## src/rtl/instr_loader_pkg.sv

```systemverilog
// Shared types and constants for the program loader.
// Optional trailing checksum: define LOADER_CHECKSUM_EN.
package loader_pkg;

    // FSM states; ST_CHECK is only reachable with LOADER_CHECKSUM_EN defined
    typedef enum logic [2:0] {
        ST_IDLE,
        ST_LEN_LO,
        ST_LEN_HI,
        ST_DATA,
        ST_WRITE,
        ST_DONE,
        ST_CHECK
    } loader_state_t;

    // Default start-of-frame marker
    localparam logic [7:0] SYNC_BYTE_DEFAULT = 8'hA5;

    // Header bytes ahead of the payload: SYNC, LEN_LO, LEN_HI
    localparam int HDR_LEN = 3;

endpackage

```

## src/rtl/instr_loader_if.sv

```systemverilog
// Byte-stream input handshake, instruction-memory write bus and loader status.
// master = loader side, slave = byte source / memory / pipeline side.
interface instr_loader_if #(
    parameter int ADDR_W = 10
);
    logic [7:0]        in_data;
    logic              in_valid;
    logic              in_ready;
    logic              mem_we;
    logic [ADDR_W-1:0] mem_addr;
    logic [31:0]       mem_wdata;
    logic              cpu_hold;
    logic              done;
    logic              error;
    logic [ADDR_W:0]   words_loaded;

    modport master (
        input  in_data, in_valid,
        output in_ready, mem_we, mem_addr, mem_wdata,
        output cpu_hold, done, error, words_loaded
    );

    modport slave (
        output in_data, in_valid,
        input  in_ready, mem_we, mem_addr, mem_wdata,
        input  cpu_hold, done, error, words_loaded
    );
endinterface

```

## src/rtl/instr_loader_byte_assembler.sv

```systemverilog
// 4-byte little-endian lane register: byte k of a word lands in bits [8k+7:8k].
// o_word_valid pulses the cycle after the 4th byte, when o_word is complete.
module byte_assembler (
    input  logic        clk,
    input  logic        rst_n,
    input  logic        i_clr,
    input  logic        i_en,
    input  logic [7:0]  i_byte,
    output logic [31:0] o_word,
    output logic        o_last,
    output logic        o_word_valid
);
    logic [31:0] r_word;
    logic [1:0]  r_idx;
    logic        r_word_valid;

    // 4th byte of the word is being accepted this cycle
    assign o_last       = i_en && (r_idx == 2'd3);
    assign o_word       = r_word;
    assign o_word_valid = r_word_valid;

    // Lane write, byte index and completed-word pulse
    always_ff @(posedge clk or negedge rst_n) begin
        if (!rst_n) begin
            r_word       <= '0;
            r_idx        <= '0;
            r_word_valid <= 1'b0;
        end else begin
            r_word_valid <= 1'b0;
            if (i_clr) begin
                r_idx <= '0;
            end else if (i_en) begin
                r_word[r_idx*8 +: 8] <= i_byte;
                r_idx                <= r_idx + 2'd1;
                r_word_valid         <= (r_idx == 2'd3);
            end
        end
    end
endmodule

```

## src/rtl/instr_loader.sv

```systemverilog
// Program loader: frames SYNC, LEN_LO, LEN_HI, N*4 data bytes into
// sequential instruction-memory writes starting at BASE_ADDR, stalling the
// CPU while loading. Optional trailing checksum byte: LOADER_CHECKSUM_EN.
module instr_loader
    import loader_pkg::*;
#(
    parameter int               ADDR_W    = 10,
    parameter logic [ADDR_W-1:0] BASE_ADDR = '0,
    parameter logic [7:0]       SYNC_BYTE = SYNC_BYTE_DEFAULT
) (
    input logic            clk,
    input logic            rst,
    instr_loader_if.master bus
);
    // Largest word count that still fits above BASE_ADDR
    localparam logic [16:0] LEN_LIMIT = 17'((1 << ADDR_W) - int'(BASE_ADDR));

    loader_state_t     r_state;
    logic [7:0]        r_len_lo;
    logic [15:0]       r_len;
    logic [ADDR_W:0]   r_words;
    logic [ADDR_W-1:0] r_mem_addr;
    logic              r_cpu_hold;
    logic              r_done;
    logic              r_error;

    logic              w_ready;
    logic              w_acc;
    logic [15:0]       w_n;
    logic              w_too_long;
    logic              w_last_word;
    logic              w_start;
    logic [31:0]       w_word;
    logic              w_byte_last;
    logic              w_word_valid;

    // No byte may be taken while the word is written or the frame closes
    assign w_ready     = (r_state != ST_WRITE) && (r_state != ST_DONE);
    assign w_acc       = bus.in_valid && w_ready;
    assign w_n         = {bus.in_data, r_len_lo};
    assign w_too_long  = {1'b0, w_n} > LEN_LIMIT;
    assign w_last_word = (17'(r_words) + 17'd1) == {1'b0, r_len};
    assign w_start     = (r_state == ST_IDLE) && w_acc && (bus.in_data == SYNC_BYTE);

    byte_assembler u_asm (
        .clk          (clk),
        .rst_n        (rst),
        .i_clr        (w_start),
        .i_en         (w_acc && (r_state == ST_DATA)),
        .i_byte       (bus.in_data),
        .o_word       (w_word),
        .o_last       (w_byte_last),
        .o_word_valid (w_word_valid)
    );

    assign bus.in_ready     = w_ready;
    assign bus.mem_we       = w_word_valid;
    assign bus.mem_addr     = r_mem_addr;
    assign bus.mem_wdata    = w_word;
    assign bus.cpu_hold     = r_cpu_hold;
    assign bus.done         = r_done;
    assign bus.error        = r_error;
    assign bus.words_loaded = r_words;

`ifdef LOADER_CHECKSUM_EN
    logic [7:0] r_csum;

    // Running XOR of length and data bytes of the current frame
    always_ff @(posedge clk or negedge rst) begin
        if (!rst) begin
            r_csum <= '0;
        end else if (r_state == ST_IDLE) begin
            r_csum <= '0;
        end else if (w_acc && (r_state == ST_LEN_LO || r_state == ST_LEN_HI ||
                               r_state == ST_DATA)) begin
            r_csum <= r_csum ^ bus.in_data;
        end
    end
`endif

    // Frame FSM with registered status outputs and write address
    always_ff @(posedge clk or negedge rst) begin
        if (!rst) begin
            r_state    <= ST_IDLE;
            r_len_lo   <= '0;
            r_len      <= '0;
            r_words    <= '0;
            r_mem_addr <= BASE_ADDR;
            r_cpu_hold <= 1'b0;
            r_done     <= 1'b0;
            r_error    <= 1'b0;
        end else begin
            r_done <= 1'b0;
            case (r_state)
                ST_IDLE: begin
                    if (w_start) begin
                        r_state    <= ST_LEN_LO;
                        r_cpu_hold <= 1'b1;
                        r_error    <= 1'b0;
                        r_words    <= '0;
                    end
                end
                ST_LEN_LO: begin
                    if (w_acc) begin
                        r_len_lo <= bus.in_data;
                        r_state  <= ST_LEN_HI;
                    end
                end
                ST_LEN_HI: begin
                    if (w_acc) begin
                        r_len <= w_n;
                        if (w_n == 16'd0) begin
`ifdef LOADER_CHECKSUM_EN
                            r_state    <= ST_CHECK;
`else
                            r_state    <= ST_DONE;
                            r_done     <= 1'b1;
                            r_cpu_hold <= 1'b0;
`endif
                        end else if (w_too_long) begin
                            r_state    <= ST_IDLE;
                            r_error    <= 1'b1;
                            r_cpu_hold <= 1'b0;
                        end else begin
                            r_state <= ST_DATA;
                        end
                    end
                end
                ST_DATA: begin
                    if (w_byte_last) begin
                        r_state    <= ST_WRITE;
                        r_mem_addr <= BASE_ADDR + r_words[ADDR_W-1:0];
                    end
                end
                ST_WRITE: begin
                    r_words <= r_words + (ADDR_W+1)'(1);
                    if (w_last_word) begin
`ifdef LOADER_CHECKSUM_EN
                        r_state    <= ST_CHECK;
`else
                        r_state    <= ST_DONE;
                        r_done     <= 1'b1;
                        r_cpu_hold <= 1'b0;
`endif
                    end else begin
                        r_state <= ST_DATA;
                    end
                end
`ifdef LOADER_CHECKSUM_EN
                ST_CHECK: begin
                    if (w_acc) begin
                        r_cpu_hold <= 1'b0;
                        if (bus.in_data == r_csum) begin
                            r_state <= ST_DONE;
                            r_done  <= 1'b1;
                        end else begin
                            r_state <= ST_IDLE;
                            r_error <= 1'b1;
                        end
                    end
                end
`endif
                ST_DONE: begin
                    r_state <= ST_IDLE;
                end
                default: begin
                    r_state <= ST_IDLE;
                end
            endcase
        end
    end
endmodule
```

## src/flat_wrapper.sv

```systemverilog
// flat-port wrapper written by rule: the top's interface ports become plain ports
module instr_loader_flat import loader_pkg::*;
#(
    parameter int               ADDR_W    = 10,
    parameter logic [ADDR_W-1:0] BASE_ADDR = '0,
    parameter logic [7:0]       SYNC_BYTE = SYNC_BYTE_DEFAULT
)
  (clk, rst, bus_in_data, bus_in_valid, bus_in_ready, bus_mem_we, bus_mem_addr, bus_mem_wdata, bus_cpu_hold, bus_done, bus_error, bus_words_loaded);
  instr_loader_if #(.ADDR_W(ADDR_W)) bus_i ();
  input logic clk;
  input logic rst;
  input wire logic [$bits(bus_i.in_data)-1:0] bus_in_data;
  input wire logic [$bits(bus_i.in_valid)-1:0] bus_in_valid;
  output wire logic [$bits(bus_i.in_ready)-1:0] bus_in_ready;
  output wire logic [$bits(bus_i.mem_we)-1:0] bus_mem_we;
  output wire logic [$bits(bus_i.mem_addr)-1:0] bus_mem_addr;
  output wire logic [$bits(bus_i.mem_wdata)-1:0] bus_mem_wdata;
  output wire logic [$bits(bus_i.cpu_hold)-1:0] bus_cpu_hold;
  output wire logic [$bits(bus_i.done)-1:0] bus_done;
  output wire logic [$bits(bus_i.error)-1:0] bus_error;
  output wire logic [$bits(bus_i.words_loaded)-1:0] bus_words_loaded;
  assign bus_i.in_data = bus_in_data;
  assign bus_i.in_valid = bus_in_valid;
  assign bus_in_ready = bus_i.in_ready;
  assign bus_mem_we = bus_i.mem_we;
  assign bus_mem_addr = bus_i.mem_addr;
  assign bus_mem_wdata = bus_i.mem_wdata;
  assign bus_cpu_hold = bus_i.cpu_hold;
  assign bus_done = bus_i.done;
  assign bus_error = bus_i.error;
  assign bus_words_loaded = bus_i.words_loaded;
  instr_loader #(.ADDR_W(ADDR_W), .BASE_ADDR(BASE_ADDR), .SYNC_BYTE(SYNC_BYTE)) u_core (.clk(clk), .rst(rst), .bus(bus_i));
endmodule
```

## config.mk

```make
export PLATFORM = sky130hd
export DESIGN_NAME = instr_loader_flat
export DESIGN_NICKNAME = d
export VERILOG_FILES = /design/src/rtl/instr_loader_pkg.sv /design/src/rtl/instr_loader_if.sv /design/src/rtl/instr_loader_byte_assembler.sv /design/src/rtl/instr_loader.sv /design/src/flat_wrapper.sv
export SDC_FILE = /design/constraint.sdc
export NUM_CORES = 1
export LEC_CHECK = 0
export CAP_MARGIN = 10
export CORE_MARGIN = 2
export CORE_UTILIZATION = 55
export CTS_BUF_LIST = sky130_fd_sc_hd__clkbuf_2
export DETAILED_ROUTE_END_ITERATION = 16
export GPL_TIMING_DRIVEN = 0
export PLACE_DENSITY = 0.81
export SLEW_MARGIN = 10
export SYNTH_ARGS = -nofsm -noshare
export SYNTH_HDL_FRONTEND = slang
export SYNTH_HIERARCHICAL = 1
export SYNTH_SLANG_ARGS = --single-unit
```

## constraint.sdc

```tcl
create_clock -name clk -period 3.41 [get_ports clk]
set_clock_uncertainty 0.15 [all_clocks]
set_input_delay 0.682 -clock clk [delete_from_list [all_inputs] [get_ports clk]]
set_output_delay 0.682 -clock clk [all_outputs]
set_load 0.03 [all_outputs]
```

==> Flow_metrics.wiki <==
{| class="wikitable"
! Metric !! Value
|-
| Result of the run || completed
|-
| Hold Crit Class || reg2reg
|-
| Worst endpoint data arrival time || 2.19 ns
|-
| Rows || 32
|-
| Number of buffers created by CTS || 9
|-
| Routed WL || about 11000 µm
|-
| Actual transition at the worst max-transition pin || 1.255 ns
|-
| Mean routed wirelength per cell || 17.25 µm
|-
| Final period util || 0.8867
|-
| Leading register cell type out of synthesis || sky130_fd_sc_hd__dfrtp_1
|-
| Mapped Cells || roughly 440
|-
| Final number of max-transition violations || 0
|-
| Internal portion of total power || roughly 2.4 mW
|-
| Antenna Violating Nets Remaining || 0
|-
| Critical path required time || 2.58 ns
|-
| Leakage power figure || 2.307 nW
|-
| Number of warnings printed during yosys synthesis || 6
|-
| Endpoint class of the critical path || primary output
|-
| Clock insertion delay at the later pin of the skew report || 0.56 ns
|-
| Number of setup buffers added after CTS || 0
|-
| Library cell used as clock root buffer || sky130_fd_sc_hd__clkbuf_2
|-
| Die span in y || 94.44 µm
|-
| Initial Utilization || 0.5761
|-
| Maximum number of pins on one net before global-route repair || a little over 60
|-
| Via density per instance || roughly 5.9
|-
| Tightest slew margin relative to the limit || 0.1617
|-
| Register-to-Register Path Depth || 7
|-
| Pre-CTS worst setup slack || -0.4896 ns
|-
| Final weighted congestion of routability-driven global placement || between 0.9 and 1
|-
| Clock-pin slew on the worst setup and hold paths || 0.22 ns
|-
| Worst r2r src || u_core/bus.words_loaded[0]$_DFFE_PN0P_
|-
| Maximum fanout along the worst path || 10
|-
| Sequential-to-total area share from yosys stat || 0.4784
|-
| Peak supply drop || 0.6852 mV
|-
| First-pass GRT wire length || 17570 µm
|-
| Total count of hold-check failures in the final report || 0
|-
| Drc violations || 0
|-
| Part of the total power dissipated in sequential elements || 0.393
|-
| Post-detail-place hpwl || 7735 µm
|-
| Die Area || 0.008918 mm²
|-
| Number of antenna violations at the first check in global routing || 0
|-
| Max-cap violations || 0
|-
| Clock Tree Buf Depth || 2
|-
| Count of buffers from port buffering || 68
|-
| Mapped Area || 0.004498 mm²
|-
| Combinational share of power || 0.457
|-
| Share of final-layout standard cells stronger than drive strength 1 || 0.1530
|-
| Setup-violating endpoint count in the final report || 0
|-
| Multiplexer share of the synthesized area || 0.08484
|-
| Area of combinational cells with multiple inputs || between 0.002 and 0.0025 mm²
|-
| Start point of the worst hold path || u_core/bus.mem_addr[7]$_DFFE_PN0P_
|-
| Net switching fraction of the power || 0.4060
|-
| Worst hold slack after final layout || 0.3674 ns
|-
| GRT Residual Overflow || 0
|-
| Clock tree from TritonCTS || built
|-
| Global router's overall resource usage || 0.2551
|-
| Post-layout min period || between 3 and 4 ns
|-
| Number of enable flip-flop cells after synthesis || 0
|-
| Most used cells in the layout excluding fill and tap cells || sky130_fd_sc_hd__dfrtp_1, sky130_fd_sc_hd__clkdlybuf4s50_1, sky130_fd_sc_hd__nand2_1
|-
| Area Overhead vs Synth || 22.03%
|-
| Compound-cell area share of the yosys netlist || 0.1480
|-
| Crit path setup slack, layout || 0.3864 ns
|-
| Count of different cell masters after synthesis || 56
|-
| Number of stages on the worst hold path || 2
|-
| Most common library cell in the layout ignoring fill and taps || sky130_fd_sc_hd__dfrtp_1
|-
| Clk sink count || 86
|-
| Avg Inst Size Synth || 10.29 µm²
|-
| Number of nets produced by synthesis || roughly 450
|-
| F_max || around 330 MHz
|-
| Main combinational cell family by area after synthesis || simple AND/OR/NAND/NOR gates
|-
| Clock group share of total power || 0.150
|-
| Simple-gate share of the synthesized area || 0.1816
|-
| Number of search-and-repair iterations in the first detailed-routing pass || 5
|-
| RSZ-0062 raised after global routing || no
|-
| Timing startpoint of the critical path || u_core/r_state[1]$_DFFE_PN0P_
|-
| Die width || 94.44 µm
|-
| Category of the critical setup timing path || reg2out
|-
| #FFs+latches synth || 86
|-
| Vias post-DR || 3678
|-
| Register area || 0.002152 mm²
|-
| Number of antenna cells inserted || 0
|-
| Cell area power density || 746.3 mW/mm²
|-
| Startpoint kind of the worst setup timing path || flip-flop
|-
| Boundary Pins || 69
|-
| FILL cells || 610
|-
| Adder-Cell Fraction of Synth Area || 0.01669
|-
| Final-stage net count || 535
|-
| P_sw || approximately 1.7 mW
|-
| CTS H-tree depth || 3
|-
| Detailed router's first-iteration violation count || 182
|-
| Vias in the first global route || ~3600
|-
| Proportion of synthesized flip-flops having asynchronous set or reset || 1.000
|-
| Share of the synthesized netlist area taken by xor and xnor gates || 0.03227
|-
| Placeable core region || 0.007807 mm²
|}
-- synth_stat cells (all sizes together), types with 5 or more instances --
cell type,instances,area share
xnor2,10,0.019
o2bb2ai,6,0.012
nor4,7,0.0097
o22ai,5,0.0070
dfrtp,86,0.48
nor2,21,0.018
o21ai,24,0.027
nand2b,5,0.0070
inv,31,0.026
buf,11,0.015
or4,6,0.011
clkbuf,20,0.018
nand3,12,0.013
nor3,7,0.0089
nand2,45,0.038
nand4b,9,0.018
ha,6,0.017
o32ai,24,0.060
a21oi,14,0.016
mux2,33,0.083
-- path summary, 6_finish.rpt --
| path | to | slack, ns |
|---|---|---|
| min reg2reg | u_core/bus.mem_addr[7]$_DFFE_PN0P_ | 0.37 |
| min | u_core/bus.mem_addr[7]$_DFFE_PN0P_ | 0.37 |
| min in group asynchronous | u_core/u_asm/o_word[8]$_DFFE_PN0P_ | 0.39 |
| max in group asynchronous | u_core/r_len_lo[2]$_DFFE_PN0P_ | 2.11 |
| max | bus_in_ready | 0.39 |
| max reg2reg | u_core/r_state[2]$_DFFE_PN0P_ | 0.54 |
-- power groups by stage --
stage	clock (mW)	combinational, mW	sequential [mW]
floorplan	0	0.914	1.91
global placement	0	1.80	1.61
detailed placement	0	1.85	1.63
CTS	0.624	1.87	1.61
global route	0.664	2.02	1.66
finish	0.613	1.87	1.61
-- layer usage --
layer | track usage | vias up | share of wire
met2 | 0.4131 | 118 | 0.48
met3 | 0.04709 | 11 | 0.058
met5 | 0 | - | 0
met4 | 0.07367 | 0 | 0.010
met1 | 0.3538 | 1809 | 0.45
li1 | - | 1740 | -
-- registers in the layout (all words and copies together) (netlist names) --
name,cells
u_core/bus.error,1
u_core/bus.mem_addr,10
u_core/bus.cpu_hold,1
u_core/r_len_lo,8
u_core/u_asm/o_word_valid,1
u_core/u_asm/r_idx,2
u_core/r_len,16
u_core/bus.done,1
u_core/r_state,3
u_core/bus.words_loaded,11
u_core/u_asm/o_word,32
-- logic make-up (layout without fill, tap and decap cells) --
group / count (synthesis) / after routing
muxes: 34 / 34
DFF: 86 / 86
xor gates and xnor gates: 15 / 15
and+or+nand+nor: 146 / 146
AOI/OAI and AO/OA: 88 / 88
buffers and inverters: 62 / 148
adders and majority gates: 6 / 6
-- per-stage QoR --
stage                     power [mW]  TNS, ns  cells    util  area (µm²)
after CTS                      4.102        0    625  0.7022        5483
after detailed placement       3.479   -3.939    608  0.6829        5331
after global placement         3.415  -129.82    607  0.6796        5306
final                          4.096        0    625  0.7030        5489
after floorplan                2.825        0    437       -        4498
after global routing           4.338        0    625  0.7030        5489
-- worst max-delay path, stage by stage (launching register included) --
cell and delay, ns:
sky130_fd_sc_hd__dfrtp_1 0.44, sky130_fd_sc_hd__clkbuf_1 0.32, sky130_fd_sc_hd__nand2b_1 0.20, sky130_fd_sc_hd__clkdlybuf4s50_1 0.68
-- layout make-up --
cell class                      instances  area share
Multi-Input combinational cell        289      0.3809
Tap cell                              102     0.02325
Inverter                               31     0.02120
Timing Repair Buffer                   70      0.1304
Buffer                                 31     0.02644
Clock buffer                            9    0.008206
Clock inverter                          7     0.01755
Sequential cell                        86      0.3921
-- what timing repair did --
action,4_1_cts,5_1_grt
resized for setup,0,1
endpoints found under the hold margin,25,0
setup endpoints to repair,0,1
hold buffers,1,0
Note: power is estimated with default switching activity, not from simulation.
